`src/rtl/multicycle_ctrl.sv`:
```
// Multi-cycle RISC-V control unit: Moore FSM that sequences each instruction and
// decodes datapath selects, write enables and the ALU control code from the current state.
module multicycle_ctrl #(
   parameter int STATE_WIDTH = 4
) (
   input  logic                   clk,
   input  logic                   rst,
   input  logic [6:0]             opcode_i,
   input  logic [2:0]             funct3_i,
   input  logic                   funct7_5_i,
   input  logic                   zero_i,
   output logic                   pc_write_o,
   output logic                   adr_src_o,
   output logic                   ir_write_o,
   output logic                   mem_write_o,
   output logic                   reg_write_o,
   output logic [1:0]             result_src_o,
   output logic [1:0]             alu_src_a_o,
   output logic [1:0]             alu_src_b_o,
   output logic [2:0]             alu_ctrl_o,
   output logic                   illegal_o,
   output logic [STATE_WIDTH-1:0] state_o
);

   typedef enum logic [STATE_WIDTH-1:0] {
      S_FETCH    = STATE_WIDTH'(0),
      S_DECODE   = STATE_WIDTH'(1),
      S_MEMADR   = STATE_WIDTH'(2),
      S_MEMREAD  = STATE_WIDTH'(3),
      S_MEMWB    = STATE_WIDTH'(4),
      S_MEMWRITE = STATE_WIDTH'(5),
      S_EXECR    = STATE_WIDTH'(6),
      S_EXECI    = STATE_WIDTH'(7),
      S_ALUWB    = STATE_WIDTH'(8),
      S_BRANCH   = STATE_WIDTH'(9),
      S_JAL      = STATE_WIDTH'(10)
   } state_t;

   localparam logic [6:0] OP_LW     = 7'b0000011;
   localparam logic [6:0] OP_SW     = 7'b0100011;
   localparam logic [6:0] OP_RTYPE  = 7'b0110011;
   localparam logic [6:0] OP_ITYPE  = 7'b0010011;
   localparam logic [6:0] OP_BRANCH = 7'b1100011;
   localparam logic [6:0] OP_JAL    = 7'b1101111;

   localparam logic [2:0] ALU_ADD   = 3'd0;
   localparam logic [2:0] ALU_SUB   = 3'd1;
   localparam logic [2:0] ALU_AND   = 3'd2;
   localparam logic [2:0] ALU_OR    = 3'd3;
   localparam logic [2:0] ALU_SLT   = 3'd4;
   localparam logic [2:0] ALU_SHL   = 3'd5;

   state_t state_q, state_d;

   // funct7_5 only selects SUB for register-register ops; addi's immediate bit 30 is data.
   function automatic logic [2:0] funct_alu(input logic is_r, input logic [2:0] f3,
                                            input logic f7_5);
      case (f3)
         3'b000:  funct_alu = (is_r && f7_5) ? ALU_SUB : ALU_ADD;
         3'b001:  funct_alu = ALU_SHL;
         3'b010:  funct_alu = ALU_SLT;
         3'b110:  funct_alu = ALU_OR;
         3'b111:  funct_alu = ALU_AND;
         default: funct_alu = ALU_ADD;
      endcase
   endfunction

   always_ff @(posedge clk or posedge rst) begin
      if (rst) state_q <= S_FETCH;
      else     state_q <= state_d;
   end

   always_comb begin
      state_d = S_FETCH;
      case (state_q)
         S_FETCH:  state_d = S_DECODE;
         S_DECODE: begin
            case (opcode_i)
               OP_LW, OP_SW: state_d = S_MEMADR;
               OP_RTYPE:     state_d = S_EXECR;
               OP_ITYPE:     state_d = S_EXECI;
               OP_BRANCH:    state_d = S_BRANCH;
               OP_JAL:       state_d = S_JAL;
               default:      state_d = S_FETCH;
            endcase
         end
         S_MEMADR:  state_d = (opcode_i == OP_LW) ? S_MEMREAD : S_MEMWRITE;
         S_MEMREAD: state_d = S_MEMWB;
         S_EXECR, S_EXECI, S_JAL: state_d = S_ALUWB;
         default:   state_d = S_FETCH;
      endcase
   end

   always_comb begin
      pc_write_o   = 1'b0;
      adr_src_o    = 1'b0;
      ir_write_o   = 1'b0;
      mem_write_o  = 1'b0;
      reg_write_o  = 1'b0;
      result_src_o = 2'b00;
      alu_src_a_o  = 2'b00;
      alu_src_b_o  = 2'b00;
      alu_ctrl_o   = ALU_ADD;
      illegal_o    = 1'b0;
      case (state_q)
         S_FETCH: begin
            ir_write_o   = 1'b1;
            pc_write_o   = 1'b1;
            alu_src_b_o  = 2'b10;
            result_src_o = 2'b10;
         end
         S_DECODE: begin
            alu_src_a_o = 2'b01;
            alu_src_b_o = 2'b01;
            case (opcode_i)
               OP_LW, OP_SW, OP_RTYPE, OP_ITYPE, OP_BRANCH, OP_JAL: illegal_o = 1'b0;
               default: illegal_o = 1'b1;
            endcase
         end
         S_MEMADR: begin
            alu_src_a_o = 2'b10;
            alu_src_b_o = 2'b01;
         end
         S_MEMREAD: adr_src_o = 1'b1;
         S_MEMWB: begin
            result_src_o = 2'b01;
            reg_write_o  = 1'b1;
         end
         S_MEMWRITE: begin
            adr_src_o   = 1'b1;
            mem_write_o = 1'b1;
         end
         S_EXECR: begin
            alu_src_a_o = 2'b10;
            alu_ctrl_o  = funct_alu(1'b1, funct3_i, funct7_5_i);
         end
         S_EXECI: begin
            alu_src_a_o = 2'b10;
            alu_src_b_o = 2'b01;
            alu_ctrl_o  = funct_alu(1'b0, funct3_i, funct7_5_i);
         end
         S_ALUWB: reg_write_o = 1'b1;
         S_BRANCH: begin
            alu_src_a_o = 2'b10;
            alu_ctrl_o  = ALU_SUB;
            pc_write_o  = zero_i ^ funct3_i[0];
         end
         S_JAL: begin
            alu_src_a_o = 2'b01;
            alu_src_b_o = 2'b10;
            pc_write_o  = 1'b1;
         end
         default: ;
      endcase
      // State already reads FETCH under reset; only the side-effecting strobes need masking.
      if (rst) begin
         pc_write_o  = 1'b0;
         ir_write_o  = 1'b0;
         mem_write_o = 1'b0;
         reg_write_o = 1'b0;
         illegal_o   = 1'b0;
      end
   end

   assign state_o = state_q;

endmodule

```
`config.mk`:
```
export PLATFORM = sky130hd
export DESIGN_NAME = multicycle_ctrl
export DESIGN_NICKNAME = d
export VERILOG_FILES = /design/src/rtl/multicycle_ctrl.sv
export SDC_FILE = /design/constraint.sdc
export NUM_CORES = 1
export LEC_CHECK = 0
export ABC_AREA = 1
export BUFFER_PORTS_ARGS = -buffer_cell sky130_fd_sc_hd__clkbuf_2
export CAP_MARGIN = 25
export CORE_AREA = 2 2 39 41
export DETAILED_ROUTE_END_ITERATION = 8
export DIE_AREA = 0 0 41 43
export PLACE_DENSITY = 0.76
export SLEW_MARGIN = 30
export SYNTH_ARGS = -nofsm -noshare
export SYNTH_HDL_FRONTEND = slang
export SYNTH_SLANG_ARGS = --single-unit
```
`constraint.sdc`:
```
create_clock -name clk -period 2.35 [get_ports clk]
set_input_delay 0.47 -clock clk [delete_from_list [all_inputs] [get_ports clk]]
set_output_delay 0.47 -clock clk [all_outputs]
set_load 0.1 [all_outputs]
```
### Word level (Yosys, flattened, before mapping)

Index checks and enable logic that the tools add are counted.

| storage, ports and cells | value |
|---|---|
| flip-flop bits (word level) | 4 |
| output and inout bits | 19 |
| input port bits | 14 |
| logic and storage cells | 55 |

| cells by class | value |
|---|---|
| multiplexer cells | 22 |
| bitwise gates (word level) | 1 |
| reductions and logical operators | 11 |
| equal/unequal tests | 20 |

Operators with widths:

| kind | number |
|---|---|
| $pmux W4 S5 | 2 |
| $eq A4 B3 Y1 const B | 4 |
| $pmux W3 S5 | 1 |
| $eq A7 B6 Y1 const B | 2 |
| $eq A7 B7 Y1 const B | 2 |
| $eq A4 B4 Y1 const B | 3 |
| $mux W1 | 12 |
| $pmux W2 S2 | 3 |
| $pmux W3 S4 | 1 |
| $reduce_or A2 Y1 | 5 |
| $pmux W3 S3 | 1 |
| $eq A4 B2 Y1 const B | 2 |
| $eq A7 B2 Y1 const B | 1 |
| $eq A7 B5 Y1 const B | 1 |
| $eq A3 B3 Y1 const B | 2 |
| $reduce_or A3 Y1 | 2 |
| $reduce_or A6 Y1 | 1 |
| $eq A4 B1 Y1 const B | 1 |
| $logic_not A4 Y1 | 1 |
| $reduce_or A4 Y1 | 1 |
| $eq A3 B1 Y1 const B | 1 |
| $eq A3 B2 Y1 const B | 1 |
| $logic_not A3 Y1 | 1 |
| $mux W3 | 1 |
| 2 further kinds | 2 |

### Logic depth before layout (Yosys ltp)

Gate-level depths: netlist of run 1.

| logic depth | value |
|---|---|
| word-level depth | 5 |
| depth in mapped cells | 7 |
| depth with buffers taken out | 7 |

### Worst setup path before layout of run 1

Ideal clock, no wire load.

| path | value |
|---|---|
| kind | register -> output |
| start point | reg state_q[2], in the netlist state_o[2] |
| end point | out result_src_o[0] |
| path slack | -2047 ps |
| cell stages (with the launch flop) | 3 |
| data required time | 1880 ps |
| path buffers | 0 |
| arrival | 3927 ps |
| cell sequence | dfrtp_1 > inv_2 > nor4_1 |

| on the way | value |
|---|---|
| longest elaborated chain between the ends | 2 |
| elaborated cells between the ends (all ways) | 3 |
| those cells by class | 1 x eq/ne; 1 x mux; 1 x reduce/logical |

Ends and longest elaborated chain:

| item | RTL line | RTL |
|---|---|---|
| start, declared | 53 | `state_t state_q, state_d;` |
| start signal, assigned | 70 | `else state_q <= state_d;` |
| $eq A4 B3 Y1 / $logic_not A4 Y1 (equally long branches) | 105 | `case (state_q)` |
| $pmux W2 S2 * | 105 |  |
| end, declared | 17 | `output logic [1:0] result_src_o,` |

Every way passes the cells marked *; elsewhere a longest branch is shown, timed or not.

### Worst setup path in the final report of run 1

| path | value |
|---|---|
| start point | reg state_q[3], in the netlist state_o[3] |
| end point | out alu_src_b_o[0] |

| on the way | value |
|---|---|
| longest elaborated chain between the ends | 3 |
| elaborated cells between the ends (all ways) | 8 |
| those cells by class | 4 x eq/ne; 1 x mux; 3 x reduce/logical |

Ends and longest elaborated chain:

| item | RTL line | RTL |
|---|---|---|
| $eq A4 B1 Y1, or another cell as far along | 105 |  |
| $reduce_or A3 Y1 (no source line) / $reduce_or A2 Y1 (equally long branches) | n/a |  |
| $pmux W2 S2 * | 105 |  |
| end, declared | 19 | `output logic [1:0] alu_src_b_o,` |

Marks and branches as above.

==> summary.md, run 1 <==
| Metric | Value |
|---|---|
| Synth top area share | `0.188` |
| Synth Area in XOR/XNOR | `0.0165` |
| Synth Instances | `95` |
| WL per Instance | `9.88 microns` |
| Die area | `1760 sq um` |
| Area share of fa/ha/maj cells after synthesis | `0` |
| DIE WIDTH | `just over 40 microns` |
| # port buffers | `32` |
| Worst skew pair latency | `0.24 ns` |
| Post-CTS Repair Setup Buffers | `0` |
| CTS clock-pin slew for the worst setup and hold paths | `0.04 ns` |
| Synthesis warning total | `0` |
| Synth Area in Compound Gates | `0.118` |
| Gpl congestion | `0.751` |
| Detail Route Antenna Nets | `0` |
| WL met3 | `84 microns` |
| Final hold slack | `between 0.2 and 0.25 ns` |
| CTS root buffer | `clkbuf_4` |
| Critical path's largest stage delay | `0.51 ns` |
| Initial core utilization | `0.384` |
| Num CTS Buffers | `3` |
| Final slew viol count | `0` |
| DPL Wire Length | `1.26 mm` |
| First-pass GRT wire length | `2.39 mm` |
| Starting DRT DRC Count | `11` |
| #FFs+latches synth | `4` |
| DRC | `0` |
| Unrepaired setup endpoints after global routing | `no` |
| Startpoint types | `register` |
| Cell taking the most area after synthesis | `dfrtp_1` |
| P_leak | `0.000461 uW` |
| Routed WL | `1.44 mm` |
| Achievable frequency | `between 400 and 500 MHz` |
| Largest family of logic cells by synthesized area | `simple AND/OR/NAND/NOR gates` |
| Top layer in use | `met4` |
| Ant diodes | `0` |
| Clock buffer depth | `2` |
| Die height | `43 microns` |
| Critical Path Fanout Max | `5` |
| Number of max-cap violations | `0` |
| Number of setup violations in the final report | `0` |
| Crit end category | `primary output` |
| Gr usage total | `0.195` |
| Antenna violations before repair | `0` |
| Worst Path Arrival | `1.73 ns` |
| Required time of the critical path | `around 1.9 ns` |
| Via count | `700` |
| Core ar. | `1380 sq um` |
| I/O pin cnt | `33` |
| CTS Hold Bufs | `0` |
| Outcome | `complete, no violations` |
| Max reg flops | `4` |
| Share of cells above drive strength 1 | `0.446` |
| Vias in the first global route | `609` |
| Post-synthesis cell area | `532 sq um` |
| Tot Pwr | `1000 uW` |
| Synth Area in Simple Gates | `0.558` |
| Met1 WL | `around 570 microns` |
| Final non-filler cell total | `146` |
| Commonest non-fill, non-tap cell in the layout | `clkbuf_2` |
| Clock skew | `0.00416 ns` |
| Sequential share of the synthesized area | `0.188` |
| Setup tns final | `0 ns` |
| Area Overhead vs Synth | `58.4%` |
| Drt via density | `4.79` |
| CP most frequent cell | `inv_1` |
| Overflow after GRT | `0` |
| Final min period | `between 2 and 2.5 ns` |
| Core Rows | `14` |
| NumNets Final | `~150` |
| CTS resizes | `0` |
| H-tree Lvls | `1` |
| Min-delay worst type | `in2async` |
| Setup Crit Path Kind | `reg2out` |
| Final Hold Vio Count | `0` |
| CP cell instances | `nor2_4 > inv_1 > nor2_1 > inv_1 > o211ai_1 > buf_4` |
| Slew @ Worst Pin | `0.544 ns` |
| Mux share of post-synthesis cell area | `0` |
| Largest cells by area after synthesis | `dfrtp_1 19%, nand2_1 17%, nor2_1 12%, inv_1 11%, nand3_1 7.5%` |
| Power Density | `1190 nW/um^2` |
| Sink Count | `4` |
| Avg Cell Area, Syn | `5.60 sq um` |
| CTS tree | `done` |
| Post-Syn Nets | `109` |
| Largest net degree at the start of global routing | `9` |
| Post-Place Cells | `143` |
| Met2 wire len | `768 microns` |
| Worst vdd ir | `a little over 400 uV` |
| Fin crit share | `0.937` |
| Worst slew margin | `0.639` |
| Most frequent cells in the layout | `28 x clkbuf_2, 24 x nand2_1, 15 x inv_1` |
| Drt pass-1 iters | `4` |
| Distinct cells, synth | `21` |
| CP max-delay cell | `dfrtp_4` |
-- final timing paths --
kind	startpoint	endpoint	slack (ns)	depth (start not counted)
worst max-delay path	state_o[3]$_DFF_PP0_	alu_src_b_o[0]	0.15	6
worst min-delay path	rst	state_o[1]$_DFF_PP0_	0.23	2
worst max register to register	state_o[3]$_DFF_PP0_	state_o[2]$_DFF_PP0_	1.08	5
worst min register to register	state_o[0]$_DFF_PP0_	state_o[0]$_DFF_PP0_	0.59	1
max in group asynchronous	rst	state_o[3]$_DFF_PP0_	1.96	2
min in group clk	state_o[0]$_DFF_PP0_	state_o[0]$_DFF_PP0_	0.59	1
-- Yosys cell counts --
library cell	instances
a21oi_1	3
dfrtp_1	4
inv_1	15
inv_2	2
nand2_1	24
nand2_2	2
nand2_4	1
nand3_1	8
nand3_2	1
nand4_1	1
nor2_1	17
nor2_2	3
nor2_4	2
nor3_1	1
nor3_2	1
nor4_1	1
o211ai_1	2
o21ai_0	4
o21ai_1	1
o21bai_1	1
xnor2_1	1
-- power breakdown --
part           switching [uW]  internal [uW]
sequential               21.1           87.0
clock                    27.8           57.1
combinational             654            154
total                     703            298
-- worst max-delay path: cells and delay by family (launching register included) --
| family | cells | cell delay (ns) |
|---|---|---|
| buffers and inverters | 3 | 0.49 |
| AO/OA/AOI/OAI | 1 | 0.11 |
| AND/OR/NAND/NOR | 2 | 0.39 |
| flip-flops | 1 | 0.51 |
-- through the flow --
step                      worst slack (ns)   util  instance area (sq um)
after floorplan                     -0.542      -                    604
after global placement               0.429  0.592                    820
after detailed placement             0.394  0.592                    820
after CTS                            0.171  0.608                    842
after global routing                0.0391  0.608                    842
final                                0.148  0.608                    842
-- cell families (layout without fill, tap and decap cells) --
| family | count (synthesis) | count (layout) |
|---|---|---|
| AOI/OAI and AO/OA | 11 | 11 |
| DFF | 4 | 4 |
| and+or+nand+nor | 62 | 62 |
| buffers and inverters | 17 | 52 |
| xor gates and xnor gates | 1 | 1 |
-- per-layer routing --
layer,vias to the layer above,track usage
met1,302,0.215
met5,-,0
met3,3,0.0314
met2,24,0.341
met4,0,0.0800
li1,371,-
-- cell type report --
| cell class | count | area, sq um |
|---|---|---|
| clock buffer | 3 | 22.5 |
| fill | 130 | 542 |
| inverter | 17 | 66.3 |
| multi-input combinational | 74 | 423 |
| sequential | 4 | 115 |
| tap | 16 | 20.0 |
| timing repair buffer | 32 | 195 |
(Power assumes the default switching activity.)
==> run 2, diff against run 1 <==
CORE_AREA = not set   (was 2 2 39 41)
CORE_MARGIN = 2   (was not set)
CORE_UTILIZATION = 41   (was not set)
DIE_AREA = not set   (was 0 0 41 43)
PLACE_DENSITY = 0.78   (was 0.76)
clock period = 2.2 ns   (was 2.35 ns; I/O delays follow)
==> summary.md, run 2 (same netlist as run 1, synthesis figures left out) <==
| Metric | Value |
|---|---|
| # port buffers | `32` |
| CTS clock-pin slew for the worst setup and hold paths | `roughly 0.040 ns` |
| Worst skew pair latency | `0.25 ns` |
| Finished Cell Area | `around 950 sq um` |
| Critical Path Fanout Max | `5` |
| Slew @ Worst Pin | `around 0.54 ns` |
| Starting DRT DRC Count | `32` |
| Share of cells above drive strength 1 | `0.446` |
| Drt pass-1 iters | `4` |
| Area Overhead vs Synth | `79.5%` |
| Commonest non-fill, non-tap cell in the layout | `nand2_1` |
| Overflow after GRT | `0` |
| Worst slew margin | `0.641` |
| Clock skew | `0.00735 ns` |
| Number of setup violations in the final report | `0` |
| Via count | `761` |
| Final slew viol count | `0` |
| Worst vdd ir | `901 uV` |
| Placed Area | `between 900 and 1000 sq um` |
| CTS tree | `done` |
| I/O pin cnt | `33` |
| CTS root buffer | `clkbuf_4` |
| CTS Hold Bufs | `0` |
| P_leak | `0.000492 uW` |
| Min-delay worst type | `in2async` |
| Fin crit share | `0.957` |
| Worst Path Arrival | `between 1.5 and 2 ns` |
| Drt via density | `5.28` |
| Setup Crit Path Kind | `reg2out` |
| Sink Count | `4` |
| Vias in the first global route | `734` |
| Gpl congestion | `roughly 0.86` |
| Core ar. | `between 1000 and 1500 sq um` |
| Clock buffer depth | `2` |
| Most frequent cells in the layout | `23 x nand2_1, 20 x clkbuf_2, 15 x inv_1` |
| WL per Instance | `13.2 microns` |
| Setup tns final | `0 ns` |
| DIE WIDTH | `roughly 40 microns` |
| Gr usage total | `0.298` |
| Dpl ws | `~0.3 ns` |
| Required time of the critical path | `1.76 ns` |
| Outcome | `complete, no violations` |
| Detail Route Antenna Nets | `0` |
| Die height | `40.0 microns` |
| Antenna violations before repair | `0` |
| Largest net degree at the start of global routing | `9` |
| First-pass GRT wire length | `between 3 and 4 mm` |
| H-tree Lvls | `1` |
| Core Rows | `12` |
| Final min period | `2.10 ns` |
| NumNets Final | `between 100 and 150` |
| Routed WL | `1.91 mm` |
| Unrepaired setup endpoints after global routing | `yes` |
| Crit end category | `primary output` |
| Startpoint types | `register` |
| Initial core utilization | `0.460` |
| DPL Wire Length | `1.54 mm` |
| Number of max-cap violations | `0` |
| Worst setup margin | `0.0954 ns` |
| Ant diodes | `0` |
| DRC | `0` |
| Final hold slack | `0.221 ns` |
| Final Hold Vio Count | `0` |
| Power Density | `1320 nW/um^2` |
| Achievable frequency | `between 400 and 500 MHz` |
| Max reg flops | `4` |
| Num CTS Buffers | `3` |
| Die area | `1600 sq um` |
## run 2: cell types whose count changed in the layout (fill, tap and decap cells not counted), moves of 2 or more
cell and change:
buf_12 +6, buf_4 +2, clkbuf_2 -8, nor2_2 -2
nor2_4 +2
## run 2: per-stage QoR
| stage | instances | power (uW) | utilization |
|---|---|---|---|
| final | 144 | 1260 | 0.826 |
| after CTS | 144 | 1250 | 0.824 |
| after global placement | 141 | 1130 | 0.804 |
| after global routing | 144 | 1300 | 0.826 |
| after floorplan | 95 | 840 | - |
| after detailed placement | 141 | 1150 | 0.804 |
## run 2: worst paths after layout
path	from	end	slack (ns)	cells after the start
max in group asynchronous	rst	state_o[2]$_DFF_PP0_	1.80	2
min in group clk	opcode_i[6]	state_o[2]$_DFF_PP0_	0.63	4
worst max register to register	state_o[3]$_DFF_PP0_	state_o[2]$_DFF_PP0_	0.90	5
worst min register to register	state_o[0]$_DFF_PP0_	state_o[0]$_DFF_PP0_	0.65	1
worst min-delay path	rst	state_o[3]$_DFF_PP0_	0.22	2
worst max-delay path	state_o[3]$_DFF_PP0_	alu_src_b_o[0]	0.1	6
## run 2: final cells by class
type | instances | area (sq um)
Inverter | 17 | 68.8
Tap cell | 14 | 17.5
Multi-Input combinational cell | 74 | 440
Clock buffer | 3 | 22.5
Timing Repair Buffer | 32 | 290
Fill cell | 81 | 201
Sequential cell | 4 | 115
## run 2: where the power goes
part	internal, uW	switching, uW
clock	61.7	40.1
sequential	93.0	31.0
combinational	286	746
## run 2: per-layer routing
layer / vias up / global-route usage / routed length, microns
met2: 54 / 0.528 / 979
met1: 324 / 0.298 / 671
li1: 372 / - / -
met4: 0 / 0.216 / 88
met3: 11 / 0.0722 / 166
met5: - / 0 / 0
## run 2: critical path, stage by stage, from the launching register on
cell and delay [ns]:
dfrtp_4 0.52, nor2_4 0.19, inv_1 0.08, nor2_1 0.17
inv_1 0.08, o211ai_1 0.15, buf_12 0.22
## run 2: what timing repair did
| item | 4_1_cts | 5_1_grt |
|---|---|---|
| setup endpoints to repair | 0 | 1 |
| gates resized for setup | 0 | 1 |
| setup buffers | 0 | 0 |
==> run 3, diff against run 2 <==
ABC_AREA = 0   (was 1)
==> summary.md, run 3 <==
| Metric | Value |
|---|---|
| NumNets Final | `129` |
| Filler cell count | `59` |
| Register Area | `113 sq um` |
| Synth top area share | `0.183` |
| Startpoint types | `register` |
| Final slew viol count | `0` |
| Critical path's largest stage delay | `about 0.5 ns` |
| Outcome | `complete, no violations` |
| R2R Path End | `state_o[2]$_DFF_PP0_` |
| Utilization after layout | `0.911` |
| Worst slew margin | `0.622` |
| Gr usage total | `0.260` |
| Ant diodes | `0` |
| Avg Cell Area, Syn | `around 7.3 sq um` |
| DRC | `0` |
| Drt via density | `5.71` |
| DIE WIDTH | `40.6 microns` |
| CP cell instances | `buf_4 > xor2_1 > o22a_1 > nor3_4 > buf_12` |
| Share of cells above drive strength 1 | `0.628` |
| Num CTS Buffers | `3` |
| Drt pass-1 iters | `4` |
| # port buffers | `32` |
| Synthesis warning total | `0` |
| Via count | `731` |
| Worst skew pair latency | `0.24 ns` |
| CP max-delay cell | `dfrtp_4` |
| Post-synth EDFFs | `0` |
| Area Overhead vs Synth | `111%` |
| Most frequent cells after synthesis | `10 x nor3_1, 7 x a21oi_1, 7 x nor2_1` |
| Final min period | `~2.2 ns` |
| Largest cells by area after synthesis | `dfrtp_1 18%, nor3_1 9.1%, a21oi_1 6.4%, nand4bb_4 5.0%, nor2_1 4.8%` |
| First-pass GRT wire length | `2.82 mm` |
| Final Hold Vio Count | `0` |
| DPL Wire Length | `1.50 mm` |
| CTS clock-pin slew for the worst setup and hold paths | `0.04 ns` |
| Core Rows | `13` |
| Multi-input combinational cell area | `579 sq um` |
| Starting DRT DRC Count | `21` |
| Ys flop type | `dfrtp_1` |
| Distinct cells, synth | `33` |
| Vias in the first global route | `between 600 and 700` |
| CP delay by family, top | `flip-flops` |
| Critical Path Fanout Max | `8` |
| Dpl ws | `between 0.2 and 0.3 ns` |
| Die area | `1650 sq um` |
| Worst Path Arrival | `1.73 ns` |
| Largest net degree at the start of global routing | `14` |
| Final non-filler cell total | `128` |
| CTS Hold Bufs | `0` |
| H-tree Lvls | `1` |
| Sequential share of the synthesized area | `0.183` |
| CTS tree | `done` |
| Detail Route Antenna Nets | `0` |
| Ys async rst share | `1.00` |
| Setup Crit Path Kind | `reg2out` |
| CTS root buffer | `clkbuf_4` |
| Slew @ Worst Pin | `~0.57 ns` |
| Antenna violations before repair | `0` |
| Core ar. | `1270 sq um` |
| Die height | `around 41 microns` |
| Synth Instances | `75` |
| WL per Instance | `16.3 microns` |
| Number of setup violations in the final report | `0` |
| Worst Path Buf+Inv | `2` |
| Sink Count | `4` |
| Overflow after GRT | `0` |
| Post-synthesis cell area | `548 sq um` |
| Required time of the critical path | `roughly 1.8 ns` |
| Finished Cell Area | `between 1000 and 1500 sq um` |
| Power Density | `approximately 1200 nW/um^2` |
| Unrepaired setup endpoints after global routing | `yes` |
| Max reg flops | `4` |
| Cell taking the most area after synthesis | `dfrtp_1` |
| Achievable frequency | `460 MHz` |
| Most frequent cells in the layout | `17 x clkbuf_2, 12 x buf_12, 10 x buf_4` |
| Gpl congestion | `between 0.7 and 0.8` |
| Worst Reg-to-Reg Cells | `3` |
| Crit end category | `primary output` |
| Placed Area | `roughly 1100 sq um` |
| Fin crit share | `0.987` |
| Post-Place Cells | `123` |
| Worst setup margin | `0.0279 ns` |
| I/O pin cnt | `33` |
| Clock skew | `0.00276 ns` |
| Initial core utilization | `0.432` |
| Worst vdd ir | `960 uV` |
| Critical register-to-register path startpoint | `state_o[3]$_DFF_PP0_` |
| Routed WL | `2.09 mm` |
| Min-delay worst type | `in2async` |
| Post-Syn Nets | `89` |
| Setup tns final | `0 ns` |
| Clock buffer depth | `2` |
| Number of max-cap violations | `0` |
| Commonest non-fill, non-tap cell in the layout | `clkbuf_2` |
| Reg2Reg Setup Slack | `0.81 ns` |
| Top-count cell post-synth | `nor3_1` |
| #FFs+latches synth | `4` |
| P_leak | `0.000465 uW` |
## run 3: cell types whose count changed after synthesis, sizes merged, moves of 3 or more
| cell | change |
|---|---|
| a21oi | +4 |
| buf | +4 |
| inv | -14 |
| nand2 | -23 |
| nand2b | +4 |
| nand3 | -9 |
| nor2 | -14 |
| nor3 | +9 |
| o21ai | -4 |
| xor2 | +3 |
## run 3: timing repair
item,CTS,global route
pin swaps,0,2
setup buffers,0,2
gates resized for setup,2,2
setup endpoints to repair,2,3
## run 3: final cells by class
cell class | instances | share of cell area
clock buffers | 3 | 0.0195
inverters | 3 | 0.00974
multi-input cells | 63 | 0.501
flip-flops and latches | 4 | 0.0974
well taps | 15 | 0.0162
repair buffers | 40 | 0.356
## run 3: per-stage QoR
| stage | total power (uW) | hold WS [ns] |
|---|---|---|
| final | 1350 | 0.214 |
| after CTS | 1340 | 0.214 |
| after global placement | 1220 | 0.446 |
| after detailed placement | 1230 | 0.469 |
| after floorplan | 892 | 0.211 |
| after global routing | 1400 | 0.240 |
## run 3: metal layers
metal / share of wire / vias up / global-route usage
met2: 0.54 / 36 / 0.468
li1: - / 354 / -
met3: 0.044 / 5 / 0.0333
met1: 0.40 / 336 / 0.316
met5: 0 / - / 0
met4: 0.020 / 0 / 0.0750
## run 3: logic make-up after synthesis
kind of cell | after synthesis | share of synthesized area
flops | 4 | 0.183
buf+inv | 8 | 0.0753
simple gates | 42 | 0.470
xor+xnor | 6 | 0.0959
compound gates | 15 | 0.176
## run 3: how the worst max path moves through the flow
stage                     cells after the start  slack (ns)                  from    endpoint
after CTS                                     5       0.003  state_o[3]$_DFF_PP0_  pc_write_o
after floorplan                               4       -0.38  state_o[2]$_DFF_PP0_   illegal_o
after global routing                          4       -0.02  state_o[1]$_DFF_PP0_   illegal_o
final                                         5        0.03  state_o[3]$_DFF_PP0_  pc_write_o
after global placement                        5        0.27  state_o[3]$_DFF_PP0_  pc_write_o
after detailed placement                      5        0.26  state_o[3]$_DFF_PP0_  pc_write_o
## run 3: power breakdown
part	leakage, uW	internal (uW)	switching, uW
Sequential	0.0000467	87.5	37.3
Clock	0.0000138	61.3	34.1
Combinational	0.000405	366	761
Total	0.000465	515	832
